`src/rtl/seg_scan_mux_if.sv`:
```
// Display-driver bus: captured BCD digits, overflow, load strobe and the
// active-low segment/anode drive returned to the board.
interface seg_scan_mux_if;
    logic [3:0] digit_1;
    logic [3:0] digit_2;
    logic [3:0] digit_3;
    logic       ovf;
    logic       load;
    logic       blank_lz;
    logic [6:0] seg;
    logic       dp;
    logic [3:0] an;

    modport master (
        output digit_1, digit_2, digit_3, ovf, load, blank_lz,
        input  seg, dp, an
    );

    modport slave (
        input  digit_1, digit_2, digit_3, ovf, load, blank_lz,
        output seg, dp, an
    );
endinterface

```
`src/rtl/seg_scan_mux.sv`:
```
// Time-multiplexed 3-digit common-anode 7-segment driver with per-slot
// anode blanking, optional leading-zero suppression and overflow on the ones dp.
module seg_scan_mux #(
    parameter int unsigned REFRESH_DIV = 100000,
    parameter int unsigned BLANK_CYC   = 1000
) (
    input  logic           clk,
    input  logic           rst_n,
    seg_scan_mux_if.slave  bus
);
    localparam int unsigned CNT_W = (REFRESH_DIV > 2) ? $clog2(REFRESH_DIV) : 1;
    localparam logic [CNT_W-1:0] CNT_LAST = CNT_W'(REFRESH_DIV - 1);

    typedef enum logic [1:0] {
        SLOT_ONES  = 2'd0,
        SLOT_TENS  = 2'd1,
        SLOT_HUNDS = 2'd2,
        SLOT_BAD   = 2'd3
    } slot_t;

    slot_t            slot, slot_nxt;
    logic [CNT_W-1:0] cnt, cnt_nxt;
    logic [3:0]       cap_h, cap_t, cap_o;
    logic             cap_ovf;

    logic [3:0]       sel_digit;
    logic             in_blank;
    logic             suppress;
    logic [6:0]       seg_code;

    always_ff @(posedge clk) begin
        if (!rst_n) begin
            cap_h   <= '0;
            cap_t   <= '0;
            cap_o   <= '0;
            cap_ovf <= 1'b0;
            slot    <= SLOT_ONES;
            cnt     <= '0;
        end else begin
            if (bus.load) begin
                cap_h   <= bus.digit_1;
                cap_t   <= bus.digit_2;
                cap_o   <= bus.digit_3;
                cap_ovf <= bus.ovf;
            end
            slot <= slot_nxt;
            cnt  <= cnt_nxt;
        end
    end

    always_comb begin
        slot_nxt = slot;
        cnt_nxt  = cnt + 1'b1;
        if (slot == SLOT_BAD) begin
            slot_nxt = SLOT_ONES;
            cnt_nxt  = '0;
        end else if (cnt == CNT_LAST) begin
            cnt_nxt = '0;
            case (slot)
                SLOT_ONES: slot_nxt = SLOT_TENS;
                SLOT_TENS: slot_nxt = SLOT_HUNDS;
                default:   slot_nxt = SLOT_ONES;
            endcase
        end
    end

    // Only registered state feeds the decode; blank_lz is the one live input.
    always_comb begin
        in_blank  = (32'(cnt) < BLANK_CYC);
        sel_digit = cap_o;
        suppress  = 1'b0;
        case (slot)
            SLOT_TENS: begin
                sel_digit = cap_t;
                suppress  = bus.blank_lz && (cap_h == 4'd0) && (cap_t == 4'd0);
            end
            SLOT_HUNDS: begin
                sel_digit = cap_h;
                suppress  = bus.blank_lz && (cap_h == 4'd0);
            end
            default: ;
        endcase

        case (sel_digit)
            4'd0:    seg_code = 7'b1000000;
            4'd1:    seg_code = 7'b1111001;
            4'd2:    seg_code = 7'b0100100;
            4'd3:    seg_code = 7'b0110000;
            4'd4:    seg_code = 7'b0011001;
            4'd5:    seg_code = 7'b0010010;
            4'd6:    seg_code = 7'b0000010;
            4'd7:    seg_code = 7'b1111000;
            4'd8:    seg_code = 7'b0000000;
            4'd9:    seg_code = 7'b0010000;
            default: seg_code = 7'b1111111;
        endcase

        bus.an  = 4'b1111;
        bus.seg = 7'b1111111;
        bus.dp  = 1'b1;
        if (!in_blank && !suppress) begin
            bus.seg = seg_code;
            case (slot)
                SLOT_ONES: begin
                    bus.an = 4'b1110;
                    bus.dp = ~cap_ovf;
                end
                SLOT_TENS:  bus.an = 4'b1101;
                SLOT_HUNDS: bus.an = 4'b1011;
                default: begin
                    bus.an  = 4'b1111;
                    bus.seg = 7'b1111111;
                end
            endcase
        end
    end
endmodule

```
`src/flat_wrapper.sv`:
```
// flat-port wrapper written by rule: the top's interface ports become plain ports
module seg_scan_mux_flat 
#(
    parameter int unsigned REFRESH_DIV = 100000,
    parameter int unsigned BLANK_CYC   = 1000
)
  (clk, rst_n, bus_digit_1, bus_digit_2, bus_digit_3, bus_ovf, bus_load, bus_blank_lz, bus_seg, bus_dp, bus_an);
  seg_scan_mux_if bus_i ();
  input  logic clk;
  input  logic rst_n;
  input wire logic [$bits(bus_i.digit_1)-1:0] bus_digit_1;
  input wire logic [$bits(bus_i.digit_2)-1:0] bus_digit_2;
  input wire logic [$bits(bus_i.digit_3)-1:0] bus_digit_3;
  input wire logic [$bits(bus_i.ovf)-1:0] bus_ovf;
  input wire logic [$bits(bus_i.load)-1:0] bus_load;
  input wire logic [$bits(bus_i.blank_lz)-1:0] bus_blank_lz;
  output wire logic [$bits(bus_i.seg)-1:0] bus_seg;
  output wire logic [$bits(bus_i.dp)-1:0] bus_dp;
  output wire logic [$bits(bus_i.an)-1:0] bus_an;
  assign bus_i.digit_1 = bus_digit_1;
  assign bus_i.digit_2 = bus_digit_2;
  assign bus_i.digit_3 = bus_digit_3;
  assign bus_i.ovf = bus_ovf;
  assign bus_i.load = bus_load;
  assign bus_i.blank_lz = bus_blank_lz;
  assign bus_seg = bus_i.seg;
  assign bus_dp = bus_i.dp;
  assign bus_an = bus_i.an;
  seg_scan_mux #(.REFRESH_DIV(REFRESH_DIV), .BLANK_CYC(BLANK_CYC)) u_core (.clk(clk), .rst_n(rst_n), .bus(bus_i));
endmodule
```
`config.mk`:
```
export PLATFORM = sky130hd
export DESIGN_NAME = seg_scan_mux_flat
export DESIGN_NICKNAME = d
export VERILOG_FILES = /design/src/rtl/seg_scan_mux_if.sv /design/src/rtl/seg_scan_mux.sv /design/src/flat_wrapper.sv
export SDC_FILE = /design/constraint.sdc
export NUM_CORES = 1
export LEC_CHECK = 0
export BUFFER_PORTS_ARGS = -buffer_cell sky130_fd_sc_hd__buf_2
export CORE_ASPECT_RATIO = 1.1
export CORE_MARGIN = 5
export CORE_UTILIZATION = 45
export DETAILED_ROUTE_END_ITERATION = 7
export MAX_ROUTING_LAYER = met4
export PLACE_DENSITY = 0.66
export RECOVER_POWER = 25
export SYNTH_ARGS = -nofsm -noshare
export SYNTH_HDL_FRONTEND = slang
export SYNTH_SLANG_ARGS = --single-unit
```
`constraint.sdc`:
```
create_clock -name clk -period 3.4 [get_ports clk]
set_input_delay 0.85 -clock clk [delete_from_list [all_inputs] [get_ports clk]]
set_output_delay 0.85 -clock clk [all_outputs]
set_load 0.03 [all_outputs]
```
==> results.sh <==
export IMPL_worstMarginPinSlew_ns=0.900
export IMPL_worstSetupPathDepth=8
export IMPL_synth_edff_count=0
export IMPL_grt_pass1_vias=1357
export IMPL_cts_tree="done"
export IMPL_pin_count=29
export IMPL_clk_latency_ns=0.28
export IMPL_die_area_um2=5230
export IMPL_synth_seq_cells=32
export IMPL_route_detailed_drc=0
export IMPL_wire_per_inst_um=13.2
export IMPL_fin_nets=250
export IMPL_diodes=0
export IMPL_power_leakage_nw=0.789
export IMPL_netlist_top_cells_count="dfxtp_1, nor2_1, mux2i_1"
export IMPL_initial_utilization=0.471
export IMPL_syn_avg_cell_area_um2=8.96
export IMPL_synth_area_leader_cell="dfxtp_1"
export IMPL_dp_slack_ns=0.356
export IMPL_antenna_found_initial=0
export IMPL_hpwl_mm=2.73
export IMPL_netlist_instances=195
export IMPL_cpMostUsedCell="inv_1"
export IMPL_crit_type="register to primary output"
export IMPL_place_inst=266
export IMPL_yosysTopAreaCellShare=0.367
export IMPL_syn_area_um2=1750
export IMPL_drive_above_1_share=0.219
export IMPL_postLayoutSetupSlackWorst_ns=0.184
export IMPL_cts_resized=0
export IMPL_cts_root_buf="clkbuf_8"
export IMPL_ys_flop_type="dfxtp_1"
export IMPL_yosysMostFrequentCell="dfxtp_1"
export IMPL_final_cells=274
export IMPL_maxCapViolCount=0
export IMPL_synth_area_leaders="dfxtp_1, mux2i_1, ha_1"
export IMPL_min_period_over_period=0.946
export IMPL_critPathRequiredTime_ns=2.55
export IMPL_die_h_um=75.3
export IMPL_crit_family="adder cells"
export IMPL_synth_seq_area_share=0.367
export IMPL_grt_max_degree=17
export IMPL_critPathMaxFanout=10
export IMPL_dr_first_iter_drc_count=71
export IMPL_setup_viol=0
export IMPL_ctsHoldBuffers=0
export IMPL_avgViaCountPerCell=5.36
export IMPL_timing_rr_start="u_core.cnt[0]"
export IMPL_wl_mm=3.61
export IMPL_dieWidth_um=69.4
export IMPL_slew_viol_final=0
export IMPL_cts_buffers=5
export IMPL_hp_start="u_core.cnt[0]"
export IMPL_hold_viol=0
export IMPL_port_buffers=27
export IMPL_crit_buf_inv=3
export IMPL_worstPathArrival_ns=2.37
export IMPL_powerDensity_nw_per_um2=401
export IMPL_rrSetupSlack_ns=1.41
export IMPL_synth_cell_types=42
export IMPL_worst_setup_path_start_kind="register"
export IMPL_critical_path_endpoint_type="primary output"
export IMPL_firstDrtPassIters=4
export IMPL_rsz0062_at_grt="no"
export IMPL_htreeDepth=2
export IMPL_crit_slowest_cell="ha_2"
export IMPL_slowest_delay_ns=0.45
export IMPL_grt_pass1_wl_mm=6.18
export IMPL_hp_class="register to register"
export IMPL_yosys_warnings=0
export IMPL_syn2layout_area_growth_pct=16.8
export IMPL_min_period_ns=3.22
export IMPL_vdd_drop_max_v=0.000213
export IMPL_clkTransAtPathRegs_ns=0.07
export IMPL_setup_tns_ns=0
export IMPL_synthesis_nets=222
export IMPL_relSlewSlack=0.400
export IMPL_skew_ns=0.00671
export IMPL_worst_hold_path_endpoint="u_core.cnt[0]"
export IMPL_status="finished, final reports clean"
export IMPL_place_gp_congestion=0.833
export IMPL_synthArstFlopShare=0
export IMPL_grt_overflow_total=0
export IMPL_crit_chain="inv_1, ha_2, nor2_1, a21oi_2, inv_1, ha_1, o211ai_1, buf_2"
export IMPL_rr_endpoint="u_core.cnt[7]"
export IMPL_num_vias=1470
export IMPL_cts_setup_buffers=0
export IMPL_ant_nets=0
export IMPL_core_area_um2=3710
export IMPL_hold_path_depth=1
export IMPL_ff2ff_path_depth=5
export IMPL_fmax_mhz=311
export IMPL_clock_path_buffers=2
export IMPL_numClockSinks=32
export IMPL_rows=23
export IMPL_grt_use_total=0.152
[routing by layer]
metal / global-route usage / routed length [µm] / up-vias
met5: - / 0 / -
met4: 0.0651 / 51 / 0
met3: 0.0435 / 186 / 5
met2: 0.236 / 1640 / 26
met1: 0.187 / 1730 / 688
li1: - / - / 751
[layout by cell type, fill, tap and decap left out, drive strengths merged, types with 2 or more instances in the layout]
cell / instances
nor2b: 13
o21ai: 10
xor2: 9
buf: 26
nor4: 2
nand4: 11
inv: 6
nor2: 16
mux2i: 14
o211ai: 4
ha: 10
and4: 3
clkbuf: 7
or3: 4
nand3: 8
a22oi: 3
nor3: 3
dfxtp: 32
a21oi: 11
nand2: 10
and3: 3
a211oi: 2
[flip-flops by register name (all words and copies together), names as in the netlist]
name / flops
u_core.cap_h: 4
u_core.cnt: 17
u_core.cap_t: 4
u_core.cap_ovf: 1
u_core.slot: 2
u_core.cap_o: 4
[worst register-to-register path, stage by stage (launching register included)]
cell	delay [ns]
dfxtp_1	0.37
ha_1	0.21
and4_1	0.41
nand3_1	0.19
o21bai_2	0.58
nor2_1	0.11
[power breakdown]
group          internal (mW)  leakage [nW]  total [mW]  switching, mW
sequential             0.387         0.261       0.397        0.00983
combinational         0.0284         0.474      0.0615         0.0331
clock                  0.217        0.0541       0.359          0.142
total                  0.632         0.789       0.817          0.185
[cell families after synthesis]
kind of cell    share of synthesized area
fa+ha+maj                          0.0716
buf+inv                            0.0322
flops                               0.367
other cells                       0.00215
simple gates                        0.259
compound gates                      0.132
xor+xnor                           0.0501
mux                                0.0867
[metrics by stage]
stage | area, µm² | utilization | hold WS (ns) | power, mW
finish | 2040 | 0.550 | 0.459 | 0.817
global placement | 1920 | 0.517 | 0.444 | 0.466
floorplan | 1750 | - | 0.426 | 0.448
global route | 2040 | 0.550 | 0.510 | 0.857
CTS | 2030 | 0.547 | 0.464 | 0.830
detailed placement | 1920 | 0.517 | 0.446 | 0.466
[final cells by class]
cell class	count	area (µm²)
Fill cell	353	1670
Sequential cell	32	641
Multi-Input combinational cell	150	1060
Clock inverter	3	42.5
Timing Repair Buffer	28	140
Tap cell	50	62.6
Inverter	6	22.5
Clock buffer	5	68.8
[how the worst max path moves through the flow]
stage | from | to | slack, ns
6_report | u_core.slot[0] | bus_seg[1] | 0.18
5_1_grt | u_core.slot[0] | bus_seg[1] | 0.01
4_1_cts | u_core.slot[0] | bus_seg[1] | 0.03
3_5_place_dp | u_core.slot[0] | bus_seg[4] | 0.36
3_3_place_gp | u_core.slot[0] | bus_seg[1] | 0.43
2_1_floorplan | u_core.slot[0] | bus_seg[4] | 0.1
Note: power is estimated with default switching activity, not from simulation.
